### src/rtl/rca_pkg.sv
// Shared constants for the 4-bit ripple-carry adder.
package rca_pkg;
  localparam int unsigned RCA_WIDTH = 4;
  localparam logic [RCA_WIDTH-1:0] RCA_SUM_RST = 4'h0;
endpackage

### src/rtl/full_adder.sv
// Single-bit full adder stage of the ripple chain.
module full_adder (
  input  logic a,
  input  logic b,
  input  logic cin,
  output logic s,
  output logic cout
);
  logic p;

  assign p    = a ^ b;
  assign s    = p ^ cin;
  assign cout = (a & b) | (cin & p);
endmodule

### src/rtl/ripple_carry_adder_4bit.sv
// 4-bit ripple-carry adder with combinational and optional registered results.
// RCA_OUTPUT_REG_EN: when defined, s_q/cout_q/ovf_q are flops; otherwise wires.
module ripple_carry_adder_4bit
  import rca_pkg::*;
(
  input  logic                 clk,
  input  logic                 rst_n,
  input  logic [RCA_WIDTH-1:0] a,
  input  logic [RCA_WIDTH-1:0] b,
  input  logic                 cin,
  output logic [RCA_WIDTH-1:0] s,
  output logic                 cout,
  output logic                 ovf,
  output logic [RCA_WIDTH-1:0] s_q,
  output logic                 cout_q,
  output logic                 ovf_q
);
  logic [RCA_WIDTH:0] c;

  assign c[0] = cin;

  // Carry ripples strictly stage to stage; no lookahead.
  for (genvar i = 0; i < RCA_WIDTH; i++) begin : g_fa
    full_adder u_fa (
      .a    (a[i]),
      .b    (b[i]),
      .cin  (c[i]),
      .s    (s[i]),
      .cout (c[i+1])
    );
  end

  assign cout = c[RCA_WIDTH];
  assign ovf  = c[RCA_WIDTH-1] ^ c[RCA_WIDTH];

`ifdef RCA_OUTPUT_REG_EN
  always_ff @(posedge clk or negedge rst_n) begin
    if (!rst_n) begin
      s_q    <= RCA_SUM_RST;
      cout_q <= 1'b0;
      ovf_q  <= 1'b0;
    end else begin
      s_q    <= s;
      cout_q <= cout;
      ovf_q  <= ovf;
    end
  end
`else
  // Clock and reset are kept on the port list for a uniform interface.
  logic unused_clk_rst;
  assign unused_clk_rst = clk ^ rst_n;

  assign s_q    = s;
  assign cout_q = cout;
  assign ovf_q  = ovf;
`endif
endmodule

### config.mk
export PLATFORM = sky130hd
export DESIGN_NAME = ripple_carry_adder_4bit
export DESIGN_NICKNAME = d
export VERILOG_FILES = /design/src/rtl/rca_pkg.sv /design/src/rtl/full_adder.sv /design/src/rtl/ripple_carry_adder_4bit.sv
export SDC_FILE = /design/constraint.sdc
export NUM_CORES = 1
export LEC_CHECK = 0
export BUFFER_PORTS_ARGS = -buffer_cell sky130_fd_sc_hd__buf_4
export CELL_PAD_IN_SITES_DETAIL_PLACEMENT = 0
export CELL_PAD_IN_SITES_GLOBAL_PLACEMENT = 1
export CORE_AREA = 5 5 42 44
export DETAILED_ROUTE_END_ITERATION = 8
export DIE_AREA = 0 0 47 49
export PLACE_DENSITY = 0.61
export SYNTH_ARGS = -nofsm -noshare
export SYNTH_HDL_FRONTEND = slang
export SYNTH_SLANG_ARGS = --single-unit
export TNS_END_PERCENT = 20
### constraint.sdc
create_clock -name vclk -period 3.1
set_clock_uncertainty 0.15 [all_clocks]
set_input_delay 0 -clock vclk [all_inputs]
set_output_delay 0 -clock vclk [all_outputs]
set_load 0.005 [all_outputs]
### Word level (Yosys, flattened, before mapping)

Index checks and enable logic that the tools add are counted.
Widths: inputs -> output; s select.

* register bits after elaboration: 0
* input port bits: 11
* output and inout port bits: 12
* word-level logic and storage cells: 21

* bitwise logic cells: 21

Operators with widths (number)
* $xor 1x1->1: 9
* $and 1x1->1: 8
* $or 1x1->1: 4

### Depth between registers and ports, before layout

Gate-level depths: netlist (run 1).

* depth in word-level cells: 10
* mapped depth: 9
* mapped depth without buffers: 8

### Hierarchy

A second synthesis (run 1) with hierarchy kept.

* cell total of the unflattened synthesis: 11
* area, all modules: 133.9 um^2

Modules (own cells, without submodules)
* full_adder: instances 4, cells each 1, area an instance 20.0 um^2, sequential area each 0.0 um^2
* ripple_carry_adder_4bit: instances 1, cells each 7, area an instance 53.8 um^2, sequential area each 0.0 um^2

### Worst setup path after synthesis (run 1)

Ideal clock, no wire load.

* kind: input to output
* start point: in a[0]
* end point: out s[3]
* arrival time: 1.677 ns
* required time: 2.950 ns
* slack: 1.273 ns
* cell stages on the path: 9
* path buffers: 1
* cell sequence: fa_1 > inv_1 > fa_1 > inv_1 > fa_1 > inv_1 > fa_1 > inv_1 > buf_4

* longest elaborated chain between the ends: 8
* elaborated cells on any way between the ends: 9
* those cells by class: 9 x bitwise

Ends and longest elaborated chain
* start, declared: RTL line ripple_carry_adder_4bit.sv:8 `input logic [RCA_WIDTH-1:0] a,`
* $xor 1x1->1: RTL line full_adder.sv:11 `assign p = a ^ b;`
* $and 1x1->1: RTL line full_adder.sv:13 `assign cout = (a & b) | (cin & p);`
* $or 1x1->1 *: RTL line full_adder.sv:13
* $and 1x1->1 *: RTL line full_adder.sv:13
* $or 1x1->1 *: RTL line full_adder.sv:13
* $and 1x1->1 *: RTL line full_adder.sv:13
* $or 1x1->1 *: RTL line full_adder.sv:13
* $xor 1x1->1 *: RTL line full_adder.sv:12 `assign s = p ^ cin;`
* end, declared: RTL line ripple_carry_adder_4bit.sv:11 `output logic [RCA_WIDTH-1:0] s,`

Every way passes the cells marked *; elsewhere a longest branch is shown, timed or not.

### Worst setup path in the final report (run 1)

* start point: in a[0]
* end point: out s_q[3]

* longest elaborated chain between the ends: 8
* elaborated cells on any way between the ends: 9
* those cells by class: 9 x bitwise

Ends and longest elaborated chain
* $xor 1x1->1: RTL line full_adder.sv:11
* $and 1x1->1: RTL line full_adder.sv:13
* $or 1x1->1 *: RTL line full_adder.sv:13
* $and 1x1->1 *: RTL line full_adder.sv:13
* $or 1x1->1 *: RTL line full_adder.sv:13
* $and 1x1->1 *: RTL line full_adder.sv:13
* $or 1x1->1 *: RTL line full_adder.sv:13
* $xor 1x1->1 *: RTL line full_adder.sv:12
* end, declared: RTL line ripple_carry_adder_4bit.sv:14 `output logic [RCA_WIDTH-1:0] s_q,`

Marked as above.

==> results of run 1 <==
[routing by layer]
| metal | routed length [um] | global-route usage | vias to the layer above | part of all wire |
|---|---|---|---|---|
| met4 | 0 | 0 | 0 | 0 |
| met3 | 66 | 0 | 0 | 0.18 |
| li1 | - | - | 77 | - |
| met1 | 98 | 0.04204 | 73 | 0.26 |
| met5 | 0 | 0 | - | 0 |
| met2 | 210 | 0.06109 | 12 | 0.56 |
[where the power goes]
part,switching (mW),leakage (nW),internal (mW)
clock network,0,0,0
logic,0.0279,0.185,0.0467
registers,0,0,0
total,0.0279,0.185,0.0467
[worst paths after layout]
check	from	endpoint	slack, ps
worst min-delay path	cin	s_q[0]	210
worst max-delay path	a[0]	s_q[3]	1110
[cell families after synthesis]
family and Yosys count:
xor+xnor 1, buf+inv 20, fa+ha+maj 4
[cell usage in the layout, fill, tap and decap left out]
master	synthesis	layout
buf_4	10	21
inv_1	10	10
fa_1	4	4
xnor2_1	1	1
[area by class of cell]
cell class / count / area share
Tap cell: 16 / 0.06584
Timing Repair Buffer: 21 / 0.5185
Inverter: 10 / 0.1235
Multi-Input combinational cell: 5 / 0.2922
[per-stage QoR]
stage / total power, mW / util / setup slack [ps] / cell area [um2]
2_1_floorplan: 0.05457 / - / 1273 / 201.4
3_3_place_gp: 0.07652 / 0.2170 / 1083 / 304.0
3_5_place_dp: 0.07695 / 0.2170 / 1096 / 304.0
4_1_cts: 0.07724 / 0.2170 / 1092 / 304.0
5_1_grt: 0.08440 / 0.2170 / 1014 / 304.0
6_report: 0.07465 / 0.2170 / 1112 / 304.0
==> results.ini, run 1 <==
[floorplanning]
dieHeight_um=49
rows=14
core_um2=1401
ioPinCount=23
die_x_um=47
initial_core_util=0.1437
dieArea_um2=2303

[final_layout]
syn2layout_area_growth_pct=50.93
nClkBuffers=0
antenna_cells=0
fin_cells=52
drive_gt1_frac=0.5833
nets=53
multi_input_area_um2=88.84
regArea_um2=0
nFlopsAndLatches=0
nFillCells=172

[logic_synthesis]
synth.area.top_cells=fa_1 40%, buf_4 37%, inv_1 19%
netlist-cell-type-count=4
seq_area_frac_synth=0
yosysTopAreaCell=fa_1
syn_inst=25
yosysWarnings=0
synth_top_family_by_area=buffers and inverters
synth_fp_nets=40
netlist.area_leader.share=0.3975
synth.mux.area_fraction=0
synth_compound_area_frac=0
synth_xor_area_frac=0.04348
synth-simple-area-share=0
synth_top_cells_by_count=10 x buf_4, 10 x inv_1, 4 x fa_1
syn_area_um2=201.4
yosys.area_share.adder=0.3975
avgSynthCellArea_um2=8.058

[global_routing]
antenna_found_initial=0
grt_max_degree=3
grt_pass1_wl_um=600
grt_pass1_vias=157
grt_overflow=0
grt_util_all_layers=0.03246

[worst_setup_path]
setup.worst_path.class=input port to output port
worst_path_max_delay_cell=fa_1
max_stage_delay_ps=400
crit_family=adder cells
crit_chain=buf_4 > fa_1 > inv_1 > fa_1 > inv_1 > fa_1 > inv_1 > fa_1 > inv_1 > buf_4
path_buf_inv=6
cp-start-kind=input port
critPathRequiredTime_ps=2950
critical_path_depth=10
crit_arrival_ps=1840
cp_max_fo=2
cp-end-kind=output port

[placement]
gp_congestion=0.5693
dp_cells=52
dp_hpwl_um=383
numPortBuffers=21

[timing]
tns_ps=0
hold_violations=0
slew_viol_final=0
worstMarginPinSlew_ps=196.3
whs_ps=207.9
setup_viol=0
min_period_ps=1988
rsz0062_at_grt=no
maxSlewHeadroom=0.8682
max_freq_mhz=503.1
period_share=0.6412

[pwr]
max-vdd-ir-drop_mv=0.07048
p_per_area_nw_per_um2=245.5
power_leakage_nw=0.1854

[routing]
wirelength_um=375
ant_nets=0
wl_per_cell_um=7.212
routed-via-count=162
drc_errors=0
dr.first_iter.drc_count=0
routed_via_density=3.115
first_pass_iters=1

[clock_tree]
ctsResizeCount=0
postCtsSetupRepairBufs=0
cts_hold_buf=0

[hold_path]
hp-class=input port to output port
worstHoldPathCells=3

[flow_run]
maxCapViolCount=0

[outcome]
status=complete, no violations

(Power assumes the default switching activity.)
==> run 2, diff against run 1 <==
--- a/config.mk
+++ b/config.mk
@@ -5,13 +5,14 @@
 export SDC_FILE = /design/constraint.sdc
 export NUM_CORES = 1
 export LEC_CHECK = 0
+export ABC_AREA = 1
 export BUFFER_PORTS_ARGS = -buffer_cell sky130_fd_sc_hd__buf_4
 export CELL_PAD_IN_SITES_DETAIL_PLACEMENT = 0
 export CELL_PAD_IN_SITES_GLOBAL_PLACEMENT = 1
 export CORE_AREA = 5 5 42 44
 export DETAILED_ROUTE_END_ITERATION = 8
 export DIE_AREA = 0 0 47 49
-export PLACE_DENSITY = 0.61
+export PLACE_DENSITY = 0.64
 export SYNTH_ARGS = -nofsm -noshare
 export SYNTH_HDL_FRONTEND = slang
 export SYNTH_SLANG_ARGS = --single-unit
==> constraint.sdc (replaced) <==
create_clock -name vclk -period 1.75
set_clock_uncertainty 0.15 [all_clocks]
set_input_delay 0 -clock vclk [all_inputs]
set_output_delay 0 -clock vclk [all_outputs]
set_load 0.005 [all_outputs]
==> results.ini, run 2 <==
[outcome]
status=finished with violations
violations=setup timing

[logic_synthesis]
syn_inst=27  ; +8.0%
netlist-cell-type-count=5  ; +1
yosysMostFrequentCell=buf_4
syn_area_um2=203.9  ; +1.2%
netlist.area_leader.share=0.3926  ; -0.004877
seq_area_frac_synth=0  ; unchanged
yosysWarnings=0  ; unchanged
yosysTopAreaCell=fa_1
synth.area.top_cells=fa_1 39%, buf_4 37%, inv_1 17%
synth_top_cells_by_count=10 x buf_4, 9 x inv_1, 4 x fa_1
avgSynthCellArea_um2=7.554  ; -6.3%
synth_fp_nets=42  ; +5.0%

[final_layout]
final_area_um2=329.1  ; +8.2%
final_cell_mix=17 x buf_4, 5 x inv_1, 5 x inv_2
nets=55  ; +3.8%
drive_gt1_frac=0.7632  ; +0.1798
syn2layout_area_growth_pct=61.35
nFlopsAndLatches=0  ; unchanged
regArea_um2=0  ; unchanged
fin_cells=54  ; +3.8%
final_util=0.2348  ; +0.01786
antenna_cells=0  ; unchanged
final_common_cell=buf_4
nClkBuffers=0  ; unchanged
nFillCells=160  ; -7.0%

[pwr]
p_total_mw=0.1434  ; +92%
p_sw_mw=0.05389  ; +93%
power_leakage_nw=0.1894  ; +2.2%
swShare=0.3758  ; +0.001515
p_clk_frac=0  ; unchanged
p_per_area_nw_per_um2=435.8  ; +77%
pwr-share-seq=0  ; unchanged
max-vdd-ir-drop_mv=0.1217  ; +73%
p_int_mw=0.08950  ; +92%
p_comb_frac=1.000  ; about the same

[worst_setup_path]
critPathRequiredTime_ps=1600  ; -1350 ps
critPathCapture=s[3]
setup.worst_path.class=input port to output port
cp-start-kind=input port
cp-end-kind=output port
crit_arrival_ps=1780  ; -60 ps
crit_start=cin
cp_max_fo=2  ; unchanged

[global_routing]
grt_pass1_wl_um=614  ; +2.3%
grt_util_all_layers=0.03246  ; unchanged
grt_overflow=0  ; unchanged
grt_pass1_vias=149  ; -5.1%
grt_max_degree=4  ; +1
antenna_found_initial=0  ; unchanged

[routing]
dr.first_iter.drc_count=0  ; unchanged
wl_per_cell_um=7.037  ; -2.4%
routed-via-count=162  ; unchanged
ant_nets=0  ; unchanged
drc_errors=0  ; unchanged
wirelength_um=380  ; +1.3%
first_pass_iters=1  ; unchanged
routed_via_density=3.000  ; -3.7%

[placement]
dp_hpwl_um=375.8  ; -1.9%
numPortBuffers=21  ; unchanged
place_area_um2=309.0  ; +1.6%
gp_congestion=0.5593  ; -1.8%
dp_slack_ps=-183.1  ; -1280 ps
dp_cells=54  ; +3.8%

[timing]
whs_ps=222.4  ; +14.42 ps
tns_ps=-587.7  ; -587.7 ps
slew_viol_final=0  ; unchanged
setup_ws_ps=-179.6  ; -1292 ps
max_freq_mhz=518.2
maxSlewHeadroom=0.9303  ; +0.06208
worstMarginPinSlew_ps=104.3  ; -92.01 ps
setup_viol=4  ; +4
hold_violations=0  ; unchanged
period_share=1.103
min_period_ps=1930
rsz0062_at_grt=yes

[floorplanning]
dieArea_um2=2303  ; unchanged
dieHeight_um=49  ; unchanged
die_x_um=47  ; unchanged
rows=14  ; unchanged
core_um2=1401  ; unchanged
initial_core_util=0.1455  ; +0.001786
ioPinCount=23  ; unchanged

[flow_run]
maxCapViolCount=0  ; unchanged

[clock_tree]
cts_hold_buf=0  ; unchanged
postCtsSetupRepairBufs=0  ; unchanged

[hold_path]
hp-class=input port to output port

run 2: worst max-delay path: stages:
cell and delay, ps:
buf_6 90, fa_2 370, inv_2 70, fa_2 190, inv_2 40, fa_2 350, inv_2 80, fa_1 420
inv_2 80, buf_6 90
run 2: kinds of logic after synthesis:
kind of cell,count (synthesis),synth area share
adder cells (fa/ha/maj),4,0.3927
AND/OR/NAND/NOR,3,0.05521
buffers and inverters,20,0.5521
run 2: power groups by stage:
stage | Combinational [mW] | Sequential, mW | Clock (mW)
finish | 0.143 | 0 | 0
global route | 0.159 | 0 | 0
CTS | 0.134 | 0 | 0
detailed placement | 0.134 | 0 | 0
global placement | 0.133 | 0 | 0
floorplan | 0.0957 | 0 | 0
run 2: timing repair:
item,CTS,global route
endpoints found under the setup margin,4,6
resized for setup,0,9
pin swaps,0,4
run 2: worst min-delay path by stage:
stage | start | to | cells past startpoint
after floorplan | cin | s[0] | 2
after global placement | cin | s[0] | 3
after detailed placement | cin | s[0] | 3
after CTS | cin | s[0] | 3
after global routing | b[0] | s_q[0] | 3
final | b[0] | s_q[0] | 3
run 2: layer usage:
| metal | GRT usage | wire, um | up-vias |
|---|---|---|---|
| met5 | 0 | 0 | - |
| met4 | 0 | 0 | 0 |
| met3 | 0 | 69 | 0 |
| met2 | 0.05430 | 207 | 12 |
| met1 | 0.04867 | 103 | 66 |
| li1 | - | - | 84 |
run 2: area by class of cell:
| cell class | count | area (um2) | share of cell area |
|---|---|---|---|
| inverter | 10 | 37.54 | 0.1141 |
| tap | 16 | 20.02 | 0.06084 |
| timing repair buffer | 21 | 172.7 | 0.5247 |
| multi-input combinational | 7 | 98.84 | 0.3004 |
==> run 3, diff against run 2 <==
--- a/config.mk
+++ b/config.mk
@@ -13,6 +13,7 @@
 export DETAILED_ROUTE_END_ITERATION = 8
 export DIE_AREA = 0 0 47 49
 export PLACE_DENSITY = 0.64
+export RECOVER_POWER = 50
 export SYNTH_ARGS = -nofsm -noshare
 export SYNTH_HDL_FRONTEND = slang
 export SYNTH_SLANG_ARGS = --single-unit
==> results.ini, run 3 (synthesis gave the netlist of run 2 again) <==
[outcome]
status=finished with violations
violations=setup timing

[global_routing]
grt_pass1_wl_um=614  ; unchanged
grt_max_degree=4  ; unchanged
grt_util_all_layers=0.03246  ; unchanged
grt_pass1_vias=149  ; unchanged
grt_overflow=0  ; unchanged
antenna_found_initial=0  ; unchanged

[placement]
dp_hpwl_um=375.8  ; unchanged
dp_slack_ps=-183.1  ; unchanged
gp_congestion=0.5593  ; unchanged
numPortBuffers=21  ; unchanged
dp_cells=54  ; unchanged

[pwr]
p_total_mw=0.1424  ; -0.68%
power_leakage_nw=0.1890  ; -0.22%
swShare=0.3769  ; +0.001023
pwr-share-seq=0  ; unchanged
p_comb_frac=1.000  ; about the same
p_clk_frac=0  ; unchanged
p_int_mw=0.08875  ; -0.84%
p_per_area_nw_per_um2=432.8  ; -0.68%
max-vdd-ir-drop_mv=0.1216  ; about the same
p_sw_mw=0.05367  ; -0.41%

[floorplanning]
ioPinCount=23  ; unchanged
dieHeight_um=49  ; unchanged
core_um2=1401  ; unchanged
dieArea_um2=2303  ; unchanged
die_x_um=47  ; unchanged
initial_core_util=0.1455  ; unchanged
rows=14  ; unchanged

[flow_run]
maxCapViolCount=0  ; unchanged

[worst_setup_path]
setup.worst_path.class=input port to output port
path_buf_inv=6  ; unchanged
cp_max_fo=2  ; unchanged
critPathMostFrequentCell=inv_2
crit_family=adder cells
crit_start=cin
critPathRequiredTime_ps=1600  ; about the same
cp-end-kind=output port
crit_arrival_ps=1780  ; about the same
max_stage_delay_ps=420  ; about the same
worst_path_max_delay_cell=fa_1
cp-start-kind=input port
crit_chain=buf_6 > fa_2 > inv_2 > fa_2 > inv_2 > fa_2 > inv_2 > fa_1 > inv_2 > buf_6

[clock_tree]
postCtsSetupRepairBufs=0  ; unchanged

[final_layout]
nets=55  ; unchanged
final_cell_mix=15 x buf_4, 5 x inv_1, 5 x inv_2
syn2layout_area_growth_pct=61.35  ; unchanged
multi_input_area_um2=98.84  ; unchanged
regArea_um2=0  ; unchanged
nFlopsAndLatches=0  ; unchanged
nFillCells=160  ; unchanged
nClkBuffers=0  ; unchanged
drive_gt1_frac=0.7632  ; unchanged
fin_cells=54  ; unchanged
final_common_cell=buf_4
antenna_cells=0  ; unchanged

[timing]
setup_viol=4  ; unchanged
period_share=1.103  ; unchanged
max_freq_mhz=518.2  ; unchanged
worstMarginPinSlew_ps=104.3  ; unchanged
min_period_ps=1930  ; unchanged
slew_viol_final=0  ; unchanged
rsz0062_at_grt=yes
maxSlewHeadroom=0.9303  ; unchanged
setup_ws_ps=-179.6  ; unchanged
hold_violations=0  ; unchanged
whs_ps=240.5  ; +18.13 ps

[routing]
dr.first_iter.drc_count=0  ; unchanged
first_pass_iters=1  ; unchanged
ant_nets=0  ; unchanged
wl_per_cell_um=6.981  ; -0.79%
wirelength_um=377  ; -0.79%
routed-via-count=162  ; unchanged
routed_via_density=3.000  ; unchanged
drc_errors=0  ; unchanged

[hold_path]
hp-class=input port to output port
min_from=b[0]

==> run 3: area by class of cell <==
class | count | share of cell area
inverters | 10 | 0.1141
repair buffers | 21 | 0.5247
well taps | 16 | 0.06084
multi-input cells | 7 | 0.3004
==> run 3: metal layers <==
metal  vias to the layer above  GRT usage  wire [um]
met2                        12    0.05430        206
met4                         0          0          0
met5                         -          0          0
met1                        66    0.04867        103
met3                         0          0         68
li1                         84          -          -
==> run 3: worst paths after layout <==
path / endpoint / cells after the start
worst max-delay path: s[3] / 10
worst min-delay path: s_q[0] / 3
==> run 3: repair_timing <==
item | CTS | global route
hold buffers | 0 | 0
setup endpoints to repair | 4 | 6
pin swaps | 0 | 4
gates resized for setup | 0 | 9
==> run 3: power by group through the flow <==
stage / clock network [mW] / logic [mW] / registers, mW
2_1_floorplan: 0 / 0.0957 / 0
3_3_place_gp: 0 / 0.133 / 0
3_5_place_dp: 0 / 0.134 / 0
4_1_cts: 0 / 0.134 / 0
5_1_grt: 0 / 0.158 / 0
6_report: 0 / 0.142 / 0
==> run 3: through the flow <==
step | TNS (ps) | util | area (um2)
2_1_floorplan | -31.52 | - | 206.4
3_3_place_gp | -597.0 | 0.2205 | 309.0
3_5_place_dp | -573.3 | 0.2205 | 309.0
4_1_cts | -602.9 | 0.2205 | 309.0
5_1_grt | -957.6 | 0.2348 | 329.1
6_report | -587.7 | 0.2348 | 329.1
